**src/rtl/genie_mem_ctrl.sv**
```systemverilog
`timescale 1ns/1ps
// genie_mem_ctrl: single-request-in-flight controller between the accelerator
// read/write request channels and a single-port synchronous SRAM.
// Ports:
//   clk, rst                 rising-edge clock, async active-high reset
//   wvalid/waddr/wdata       write request (held until wready)
//   wready                   one-cycle write acknowledge
//   rvalid/raddr             read request (held until rready)
//   rready/rdata             one-cycle read strobe and read data
//   mem_ce/mem_we/mem_addr/mem_wdata/mem_rdata  SRAM port
//   err                      sticky out-of-range flag
//   busy                     high whenever the controller is not idle
module genie_mem_ctrl #(
  parameter int unsigned AW        = 26,
  parameter int unsigned DW        = 32,
  parameter int unsigned RD_LAT    = 2,
  parameter int unsigned MEM_WORDS = 1 << 20
) (
  input  logic          clk,
  input  logic          rst,
  input  logic          wvalid,
  output logic          wready,
  input  logic [AW-1:0] waddr,
  input  logic [DW-1:0] wdata,
  input  logic          rvalid,
  output logic          rready,
  input  logic [AW-1:0] raddr,
  output logic [DW-1:0] rdata,
  output logic          mem_ce,
  output logic          mem_we,
  output logic [AW-1:0] mem_addr,
  output logic [DW-1:0] mem_wdata,
  input  logic [DW-1:0] mem_rdata,
  output logic          err,
  output logic          busy
);

  localparam int unsigned CW = 3;

  typedef enum logic [2:0] {
    S_IDLE, S_WR, S_RD_ISSUE, S_RD_WAIT, S_RD_ACK, S_OOR
  } state_e;

  typedef enum logic {G_READ, G_WRITE} grant_e;

  state_e          state_q, state_d;
  grant_e          last_grant_q, last_grant_d;
  logic [CW-1:0]   cnt_q, cnt_d;
  logic            wready_q, wready_d;
  logic            rready_q, rready_d;
  logic [DW-1:0]   rdata_q, rdata_d;
  logic            mem_ce_q, mem_ce_d;
  logic            mem_we_q, mem_we_d;
  logic [AW-1:0]   mem_addr_q, mem_addr_d;
  logic [DW-1:0]   mem_wdata_q, mem_wdata_d;
  logic            err_q, err_d;
  logic            busy_q, busy_d;

  logic            raddr_oor_c;
  logic            waddr_oor_c;

  // Range check done at 64 bits so MEM_WORDS >= 2**AW is handled.
  assign raddr_oor_c = (64'(raddr) >= 64'(MEM_WORDS));
  assign waddr_oor_c = (64'(waddr) >= 64'(MEM_WORDS));

  // State and output registers.
  always_ff @(posedge clk or posedge rst) begin
    if (rst) begin
      state_q      <= S_IDLE;
      last_grant_q <= G_WRITE;
      cnt_q        <= '0;
      wready_q     <= 1'b0;
      rready_q     <= 1'b0;
      rdata_q      <= '0;
      mem_ce_q     <= 1'b0;
      mem_we_q     <= 1'b0;
      mem_addr_q   <= '0;
      mem_wdata_q  <= '0;
      err_q        <= 1'b0;
      busy_q       <= 1'b0;
    end else begin
      state_q      <= state_d;
      last_grant_q <= last_grant_d;
      cnt_q        <= cnt_d;
      wready_q     <= wready_d;
      rready_q     <= rready_d;
      rdata_q      <= rdata_d;
      mem_ce_q     <= mem_ce_d;
      mem_we_q     <= mem_we_d;
      mem_addr_q   <= mem_addr_d;
      mem_wdata_q  <= mem_wdata_d;
      err_q        <= err_d;
      busy_q       <= busy_d;
    end
  end

  // Next state; outputs are computed for the state being entered so they
  // appear registered in that state's cycle.
  always_comb begin
    state_d      = state_q;
    last_grant_d = last_grant_q;
    cnt_d        = cnt_q;
    wready_d     = 1'b0;
    rready_d     = 1'b0;
    rdata_d      = rdata_q;
    mem_ce_d     = 1'b0;
    mem_we_d     = 1'b0;
    mem_addr_d   = mem_addr_q;
    mem_wdata_d  = mem_wdata_q;
    err_d        = err_q;

    case (state_q)
      S_IDLE: begin
        // Read wins when alone or when the write channel had the last grant.
        if (rvalid && (!wvalid || last_grant_q == G_WRITE)) begin
          last_grant_d = G_READ;
          if (raddr_oor_c) begin
            state_d  = S_OOR;
            err_d    = 1'b1;
            rready_d = 1'b1;
            rdata_d  = '0;
          end else begin
            state_d    = S_RD_ISSUE;
            mem_ce_d   = 1'b1;
            mem_addr_d = raddr;
          end
        end else if (wvalid) begin
          last_grant_d = G_WRITE;
          if (waddr_oor_c) begin
            state_d  = S_OOR;
            err_d    = 1'b1;
            wready_d = 1'b1;
          end else begin
            state_d     = S_WR;
            mem_ce_d    = 1'b1;
            mem_we_d    = 1'b1;
            mem_addr_d  = waddr;
            mem_wdata_d = wdata;
            wready_d    = 1'b1;
          end
        end
      end
      S_WR:       state_d = S_IDLE;
      S_RD_ISSUE: begin
        state_d = S_RD_WAIT;
        cnt_d   = CW'(RD_LAT - 1);
      end
      S_RD_WAIT: begin
        // Last wait cycle: SRAM data is valid now, capture it for the ack.
        if (cnt_q == '0) begin
          state_d  = S_RD_ACK;
          rready_d = 1'b1;
          rdata_d  = mem_rdata;
        end else begin
          cnt_d = cnt_q - CW'(1);
        end
      end
      S_RD_ACK:   state_d = S_IDLE;
      S_OOR:      state_d = S_IDLE;
      default:    state_d = S_IDLE;
    endcase

    busy_d = (state_d != S_IDLE);
  end

  assign wready    = wready_q;
  assign rready    = rready_q;
  assign rdata     = rdata_q;
  assign mem_ce    = mem_ce_q;
  assign mem_we    = mem_we_q;
  assign mem_addr  = mem_addr_q;
  assign mem_wdata = mem_wdata_q;
  assign err       = err_q;
  assign busy      = busy_q;

endmodule

```
**config.mk**
```make
export PLATFORM = sky130hd
export DESIGN_NAME = genie_mem_ctrl
export DESIGN_NICKNAME = d
export VERILOG_FILES = /design/src/rtl/genie_mem_ctrl.sv
export SDC_FILE = /design/constraint.sdc
export NUM_CORES = 1
export LEC_CHECK = 0
export ABC_AREA = 1
export BUFFER_PORTS_ARGS = -buffer_cell sky130_fd_sc_hd__buf_2
export CORE_MARGIN = 3
export CORE_UTILIZATION = 46
export CTS_BUF_LIST = sky130_fd_sc_hd__clkbuf_16
export DETAILED_ROUTE_END_ITERATION = 10
export PLACE_DENSITY = 0.84
export SLEW_MARGIN = 20
export SYNTH_ARGS = -nofsm -noshare
export SYNTH_HDL_FRONTEND = slang
export SYNTH_SLANG_ARGS = --single-unit
```
**constraint.sdc**
```tcl
create_clock -name clk -period 3.95 [get_ports clk]
set_clock_uncertainty 0.15 [all_clocks]
set_input_delay 0 -clock clk [delete_from_list [all_inputs] [get_ports clk]]
set_output_delay 0 -clock clk [all_outputs]
set_load 0.005 [all_outputs]
```
==> results of run 1 <==
## per-stage QoR
stage,instances,hold slack [ps],utilization,area (um2),total power [W]
finish,970,44.7,0.747,6930,0.00364
global route,970,68.7,0.747,6930,0.00387
CTS,970,32.8,0.747,6930,0.00362
detailed placement,842,50.1,0.590,5480,0.00251
global placement,842,46.2,0.590,5480,0.00247
floorplan,522,-40.4,-,4400,0.00208
## worst max-delay path by stage
stage | from | to | slack [ps] | cells past startpoint
floorplan | rst | busy$_DFF_PP0_ | 1100 | 1
global placement | state_q[2]$_DFF_PP0_ | rdata[13]$_DFFE_PP0P_ | 1480 | 6
detailed placement | state_q[1]$_DFF_PP0_ | rdata[23]$_DFFE_PP0P_ | 1380 | 7
CTS | state_q[1]$_DFF_PP0_ | rdata[23]$_DFFE_PP0P_ | 1380 | 7
global route | state_q[1]$_DFF_PP0_ | rdata[29]$_DFFE_PP0P_ | 1140 | 7
finish | state_q[1]$_DFF_PP0_ | rdata[31]$_DFFE_PP0P_ | 1390 | 7
## layer usage
metal / share of wire / vias up
met2: 0.50 / 270
met4: 0.049 / 0
met5: 0 / -
met3: 0.076 / 67
met1: 0.38 / 2216
li1: - / 2254
## cells in the final DEF (no fill, tap or decap)
| master | instances |
|---|---|
| nand2_1 | 263 |
| buf_2 | 215 |
| dlygate4sd3_1 | 112 |
| dfrtp_1 | 102 |
| nand3_1 | 70 |
| inv_1 | 20 |
| nor2_1 | 18 |
| clkbuf_16 | 9 |
| nor2_2 | 3 |
| nand2_2 | 3 |
| a21oi_1 | 3 |
| bufinv_16 | 3 |
| nand2_4 | 2 |
| inv_2 | 2 |
| nand3_2 | 2 |
| o22ai_1 | 2 |
| inv_4 | 2 |
| ha_1 | 2 |
| buf_4 | 2 |
| a21oi_2 | 1 |
| o21bai_1 | 1 |
| o21ai_0 | 1 |
| nor3_1 | 1 |
| clkinvlp_4 | 1 |
| dfstp_2 | 1 |
## worst max-delay path, stage by stage (launching register included)
cell and delay (ps):
dfrtp_1 370, nand2_1 70, nor2_2 80, buf_4 340, nand3_2 630, nand2_4 570
nand3_1 170, nand2_1 100
## flip-flops by register name, summed over array words and instances, names as in the netlist, 3 cells and up
signal,cells
mem_wdata,32
rdata,32
mem_addr,26
cnt_q,3
state_q,3
## cell families (layout without fill, tap and decap cells)
kind of cell	count (synthesis)	after routing	synth area share
AO/OA/AOI/OAI	8	8	0.0111
adder cells (fa/ha/maj)	2	2	0.00569
buffers and inverters	47	366	0.0575
flip-flops	103	103	0.587
AND/OR/NAND/NOR	362	362	0.339
## synth_stat cells, drive strengths merged
cell type  count
a21oi          4
nand3         72
clkbuf         5
nor3           1
nand2        268
inv           21
buf           21
nor2          21
ha             2
o22ai          2
dfstp          1
o21bai         1
o21ai          1
dfrtp        102
## power groups by stage
stage / logic (W) / clock network, W / registers [W]
after floorplan: 0.000541 / 0 / 0.00154
after global placement: 0.000954 / 0 / 0.00152
after detailed placement: 0.000989 / 0 / 0.00152
after CTS: 0.00111 / 0.000999 / 0.00151
after global routing: 0.00127 / 0.00105 / 0.00155
final: 0.00114 / 0.000981 / 0.00152
## final cells by class
cell class	count	area share
repair buffers	329	0.319
clock inverters	7	0.0157
flip-flops and latches	103	0.372
well taps	129	0.0233
multi-input cells	372	0.226
inverters	21	0.0121
clock buffers	9	0.0325
## what timing repair did
item,in CTS,in global routing
hold buffers,112,0
gates resized for setup,0,0
setup buffers,0,0
endpoints found under the hold margin,154,0
==> impl_metrics.ini, run 1 <==
[timing]
timing.fmax_mhz = 391
hold_viol = 0
final-setup-viol-count = 0
rsz0062_at_grt = false
slew_headroom = 0.466
worst_slew_pin_slew_ps = 801
setup_tns_ps = 0
finalWorstSetupSlack_ps = 1390
min_period_ps = 2560
slew_viol_final = 0
period_share = 0.647

[worst_setup_path]
crit_fanout = 34
r2r-end = rdata[31]$_DFFE_PP0P_
cp-start-kind = flip-flop
reg2reg_depth = 7
cp-end-kind = flip-flop
arrival_ps = 2680
required_ps = 4070
path_class = reg2reg
ff2ff_setup_slack_ps = 1390
r2r_start = state_q[1]$_DFF_PP0_

[clock_tree]
htreeDepth = 3
clk_pin_slew_ps = 70
worstSkewPairLatency_ps = 320
clock-sinks = 103
cts_max_path_buffers = 2
cts_tree = yes
root_buffer = clkbuf_16
cts_inserted_buffers = 9

[placed_design]
dpl.hpwl_mm = 8.12
pre_cts_ws_ps = 1380
globalplace.congestion = 0.792
portBuffers = 215

[global_route]
grt_max_degree = 67
grt_antenna_before_repair = 0
met1_usage = 0.319
grt_use_total = 0.266
grt_pass1_wl_mm = 23.6
use_met2 = 0.451
grt-busiest-layer = met2
grt_pass1_vias = 4961
grt_remaining_overflow = 0
use_met3 = 0.0598

[floorplan]
core-area_um2 = 9280
die_h_um = 104
start_util = 0.473
dieWidth_um = 104
std_cell_rows = 35
ios = 216
die-area_um2 = 10800

[job]
max-cap-violations = 0

[logic_synthesis]
yosys.area.top_type = dfrtp_1
synth.area.top_cells = dfrtp_1, nand2_1, nand3_1
yosysUniqueCellTypes = 23
synth_cells = 522
syn-cell-area_um2 = 4400
ys_ff_latch = 103
synth_area_per_cell_um2 = 8.42
yosysWarnings = 0
ys_seq_area_frac = 0.587
yosysTopAreaCellShare = 0.581
synth_fp_nets = 644

[route]
viasPerCell = 4.96
dr.pass1.iters = 5
num_vias = 4807
wl_per_cell_um = 14.8
drcViolationCount = 0
finalWirelength_mm = 14.3
first_iter_violations = 297
ant_nets = 0

[power]
p_int_w = 0.00248
power_leakage_nw = 4.10
p_sw_w = 0.00116
netSwitchingFraction = 0.320
ir_drop_v = 0.000285
combinationalPowerShare = 0.314
power_frac_seq = 0.417
power_density_nw_per_um2 = 525
p_clk_frac = 0.270

[min_path]
min_to = err$_DFFE_PP0P_
hp-start = waddr[25]
hp-class = in2reg
min_path_cells = 5

[cells_and_area]
fillers = 638
area_growth_pct = 57.8
multi_input_area_um2 = 1560
nets = 958
drive_gt1_frac = 0.293
seq_area_um2 = 2580
diodes = 0

[outcome]
status = finished clean
(Power assumes the default switching activity.)
==> run 2: changes to the inputs <==
==> constraint.sdc (replaced) <==
create_clock -name clk -period 2.5 [get_ports clk]
set_clock_uncertainty 0.15 [all_clocks]
set_input_delay 0 -clock clk [delete_from_list [all_inputs] [get_ports clk]]
set_output_delay 0 -clock clk [all_outputs]
set_load 0.005 [all_outputs]
==> impl_metrics.ini, run 2 (same netlist as run 1, synthesis figures left out) <==
[worst_setup_path]
arrival_ps = 2430
startpoint = last_grant_q$_DFFE_PP1P_
cp-start-kind = flip-flop
r2r_start = last_grant_q$_DFFE_PP1P_
reg2reg_depth = 10
cp-end-kind = flip-flop
crit_fanout = 26
required_ps = 2620
ff2ff_setup_slack_ps = 180
path_class = reg2reg

[placed_design]
globalplace.congestion = 0.763
portBuffers = 215
dp.cells = 848
dpl.hpwl_mm = 8.38

[floorplan]
dieWidth_um = 104
core-area_um2 = 9280
die-area_um2 = 10800
ios = 216
die_h_um = 104
std_cell_rows = 35
start_util = 0.473

[timing]
final-setup-viol-count = 0
hold_viol = 0
rsz0062_at_grt = false
slew_viol_final = 0
timing.fmax_mhz = 432
setup_tns_ps = 0
min_period_ps = 2320
slew_headroom = 0.426
period_share = 0.926
worst_slew_pin_slew_ps = 859

[global_route]
grt_use_total = 0.271
grt_pass1_vias = 5081
grt_pass1_wl_mm = 24.1
grt_remaining_overflow = 0
grt_antenna_before_repair = 0
grt_max_degree = 46

[power]
ir_drop_v = 0.000440
power_density_nw_per_um2 = 807
power_leakage_nw = 4.09

[outcome]
status = finished clean

[route]
ant_nets = 0
num_vias = 4842
wl_per_cell_um = 14.9
viasPerCell = 4.98
finalWirelength_mm = 14.5
dr.pass1.iters = 5
first_iter_violations = 314
drcViolationCount = 0

[cells_and_area]
final_cell_mix = nand2_1, buf_2, dlygate4sd3_1
fillers = 631
fin_cells = 973
diodes = 0
drive_gt1_frac = 0.300
nets = 961
area_growth_pct = 57.5
layout_commonest_cell = nand2_1

[job]
max-cap-violations = 0

[min_path]
hp-class = in2reg
hp-start = raddr[24]
min_path_cells = 7

[clock_tree]
cts_inserted_buffers = 9
cts_max_path_buffers = 2
clk_pin_slew_ps = 70
cts_tree = yes
worstSkewPairLatency_ps = 330
root_buffer = clkbuf_16
htreeDepth = 3
clock-sinks = 103
==> run 2: timing repair <==
action	in CTS	in global routing
hold endpoints to repair	124	0
buffers inserted	0	0
hold buffers	109	0
resized for setup	0	1
setup endpoints to repair	0	3
==> run 2: worst paths after layout <==
path	end
max	mem_addr[19]$_DFFE_PP0P_
min	state_q[0]$_DFF_PP0_
max reg2reg	mem_addr[19]$_DFFE_PP0P_
min reg2reg	mem_wdata[16]$_DFFE_PP0P_
max in group asynchronous	rdata[9]$_DFFE_PP0P_
min in group asynchronous	mem_addr[2]$_DFFE_PP0P_
==> run 2: routing by layer <==
| metal | vias to the layer above | routed length (um) | share of wire | global-route usage |
|---|---|---|---|---|
| li1 | 2250 | - | - | - |
| met1 | 2275 | 5560 | 0.38 | 0.326 |
| met2 | 260 | 7370 | 0.51 | 0.472 |
| met3 | 57 | 1070 | 0.073 | 0.0586 |
| met4 | 0 | 529 | 0.036 | 0.116 |
| met5 | - | 0 | 0 | 0 |
==> run 2: report_power, final <==
group / leakage [nW] / internal, W / switching (W)
combinational: 2.57 / 0.000827 / 0.00100
clock: 0.144 / 0.000769 / 0.000587
sequential: 1.38 / 0.00214 / 0.000265
total: 4.09 / 0.00373 / 0.00185
==> run 2: worst max-delay path: stages (launching register included) <==
cell and delay, ps:
dfstp_2 550, inv_1 40, nand2_1 90, nand2_4 180, inv_2 160, buf_6 200
nand2_1 80, nand2_1 70, dlygate4sd3_1 560, nand2_1 70, nand2_1 90
==> run 2: through the flow <==
stage                     total power, W   util  setup WS (ps)  instance area [um2]  hold WS, ps
after global routing             0.00596  0.746           45.6                 6920         70.5
after floorplan                  0.00328      -            971                 4400        -40.4
after detailed placement         0.00401  0.596            627                 5540         48.8
after global placement           0.00392  0.596            712                 5540         33.5
final                            0.00559  0.746            184                 6920         6.18
after CTS                        0.00557  0.745            210                 6920        0.481
==> run 2: cell type report <==
cell class	instances	area, um2	area share
clock inverters	7	66.3	0.00958
well taps	129	161	0.0233
multi-input cells	372	1560	0.226
repair buffers	332	2240	0.324
inverters	21	85.1	0.0123
flip-flops and latches	103	2580	0.372
clock buffers	9	225	0.0325
==> run 3: changes to the inputs <==
--- a/config.mk
+++ b/config.mk
@@ -8,10 +8,11 @@
 export ABC_AREA = 1
 export BUFFER_PORTS_ARGS = -buffer_cell sky130_fd_sc_hd__buf_2
 export CORE_MARGIN = 3
-export CORE_UTILIZATION = 46
+export CORE_UTILIZATION = 50
 export CTS_BUF_LIST = sky130_fd_sc_hd__clkbuf_16
 export DETAILED_ROUTE_END_ITERATION = 10
-export PLACE_DENSITY = 0.84
+export PLACE_DENSITY = 0.9
+export RECOVER_POWER = 25
 export SLEW_MARGIN = 20
 export SYNTH_ARGS = -nofsm -noshare
 export SYNTH_HDL_FRONTEND = slang
==> constraint.sdc (replaced) <==
create_clock -name clk -period 3 [get_ports clk]
set_clock_uncertainty 0.15 [all_clocks]
set_input_delay 0 -clock clk [delete_from_list [all_inputs] [get_ports clk]]
set_output_delay 0 -clock clk [all_outputs]
set_load 0.005 [all_outputs]
==> impl_metrics.ini, run 3 (same netlist as run 1, synthesis figures left out) <==
[cells_and_area]
seq_area_um2 = 2580
layout_commonest_cell = nand2_1
final_cell_mix = nand2_1, buf_2, dlygate4sd3_1
fillers = 503
drive_gt1_frac = 0.241
multi_input_area_um2 = 1560
nets = 963
area_growth_pct = 55.9
fin_cells = 952

[global_route]
grt_remaining_overflow = 0
grt_max_degree = 86
grt_use_total = 0.324
grt_antenna_before_repair = 1
use_met3 = 0.0617
met1_usage = 0.359
grt_pass1_vias = 5169
grt-busiest-layer = met2
use_met2 = 0.582
grt_pass1_wl_mm = 25.4

[worst_setup_path]
cp-start-kind = primary input
arrival_ps = 2750
path_class = in2reg
cp-end-kind = flip-flop
r2r-end = rdata[14]$_DFFE_PP0P_
reg2reg_depth = 8
ff2ff_setup_slack_ps = 590
required_ps = 3060
crit_fanout = 32
r2r_start = last_grant_q$_DFFE_PP1P_

[min_path]
hp-class = in2reg
hp-start = raddr[23]
min_to = state_q[0]$_DFF_PP0_
min_path_cells = 7

[clock_tree]
cts_inserted_buffers = 9
clock-sinks = 103
htreeDepth = 3
root_buffer = clkbuf_16
clk_pin_slew_ps = 70
worstSkewPairLatency_ps = 330
cts_setup_buffers = 0
cts_tree = yes
cts_max_path_buffers = 2

[timing]
slew_headroom = 0.514
final-setup-viol-count = 0
rsz0062_at_grt = false
worst_slew_pin_slew_ps = 729
timing.fmax_mhz = 372
slew_viol_final = 0
hold_viol = 0
min_period_ps = 2690
period_share = 0.895
setup_tns_ps = 0

[power]
p_clk_frac = 0.240
netSwitchingFraction = 0.343
power_leakage_nw = 3.90
p_sw_w = 0.00160
combinationalPowerShare = 0.326
ir_drop_v = 0.000391
p_int_w = 0.00306
power_density_nw_per_um2 = 680
power_frac_seq = 0.434

[route]
viasPerCell = 5.20
drcViolationCount = 0
first_iter_violations = 293
num_vias = 4953
dr.pass1.iters = 6
ant_nets = 0
wl_per_cell_um = 16.7
finalWirelength_mm = 15.9

[floorplan]
core-area_um2 = 8380
die-area_um2 = 9950
start_util = 0.524
die_h_um = 99.8
std_cell_rows = 33
ios = 216
dieWidth_um = 99.8

[placed_design]
dpl.hpwl_mm = 8.65
globalplace.congestion = 0.907
dp.cells = 821
portBuffers = 215

[job]
max-cap-violations = 0

[outcome]
status = finished clean
==> run 3: cell count changes in the layout (fill, tap and decap cells not counted), moves of 2 or more <==
cell and delta:
buf_2 -45, clkbuf_1 +45, clkinv_1 +2, clkinvlp_4 -2, diode_2 +2, dlygate4sd3_1 +5, inv_1 -2
==> run 3: what timing repair did <==
action,CTS,global route
hold endpoints to repair,172,0
hold buffers,114,0
setup endpoints to repair,0,0
gates resized for setup,0,0
==> run 3: critical path, cell delays in order <==
cell and delay, ps:
dlygate4sd3_1 540, buf_2 120, nor2_1 70, dlygate4sd3_1 570, nand3_1 130, dlygate4sd3_1 620, nor2_2 150, nand2_2 110
buf_4 250, nand2_1 110, nand2_1 70
==> run 3: how the worst max path moves through the flow <==
stage,startpoint,to,slack (ps)
2_1_floorplan,rst,busy$_DFF_PP0_,150
3_3_place_gp,last_grant_q$_DFFE_PP1P_,rdata[30]$_DFFE_PP0P_,800
3_5_place_dp,last_grant_q$_DFFE_PP1P_,rdata[26]$_DFFE_PP0P_,670
4_1_cts,waddr[25],mem_wdata[5]$_DFFE_PP0P_,450
5_1_grt,waddr[25],mem_wdata[5]$_DFFE_PP0P_,160
6_report,waddr[25],mem_wdata[23]$_DFFE_PP0P_,310
==> run 3: power by group through the flow <==
stage	registers (W)	clock network [W]	logic (W)
CTS	0.00199	0.00113	0.00150
finish	0.00202	0.00112	0.00152
global placement	0.00200	0	0.00127
global route	0.00206	0.00120	0.00168
floorplan	0.00203	0	0.000712
detailed placement	0.00201	0	0.00133
==> run 3: routing by layer <==
| layer | wire length, um | vias to the layer above |
|---|---|---|
| li1 | - | 2263 |
| met1 | 5570 | 2305 |
| met2 | 8300 | 300 |
| met3 | 1100 | 85 |
| met4 | 904 | 0 |
| met5 | 0 | - |
==> run 3: cell type report <==
type	count	share of cell area
Inverter	21	0.0126
Clock buffer	9	0.0329
Tap cell	105	0.0192
Antenna cell	2	0.000730
Timing Repair Buffer	334	0.321
Sequential cell	103	0.376
Clock inverter	6	0.00913
Multi-Input combinational cell	372	0.228
==> run 3: stage by stage <==
stage / hold slack, ps / instance area, um2 / total power, W / utilization / setup slack (ps)
floorplan: -40.4 / 4400 / 0.00274 / - / 148
global placement: 44.9 / 5470 / 0.00327 / 0.653 / 801
detailed placement: 46.7 / 5470 / 0.00333 / 0.653 / 668
CTS: 1.76 / 6900 / 0.00462 / 0.823 / 448
global route: 96.9 / 6850 / 0.00493 / 0.817 / 156
finish: 46.6 / 6850 / 0.00466 / 0.817 / 314
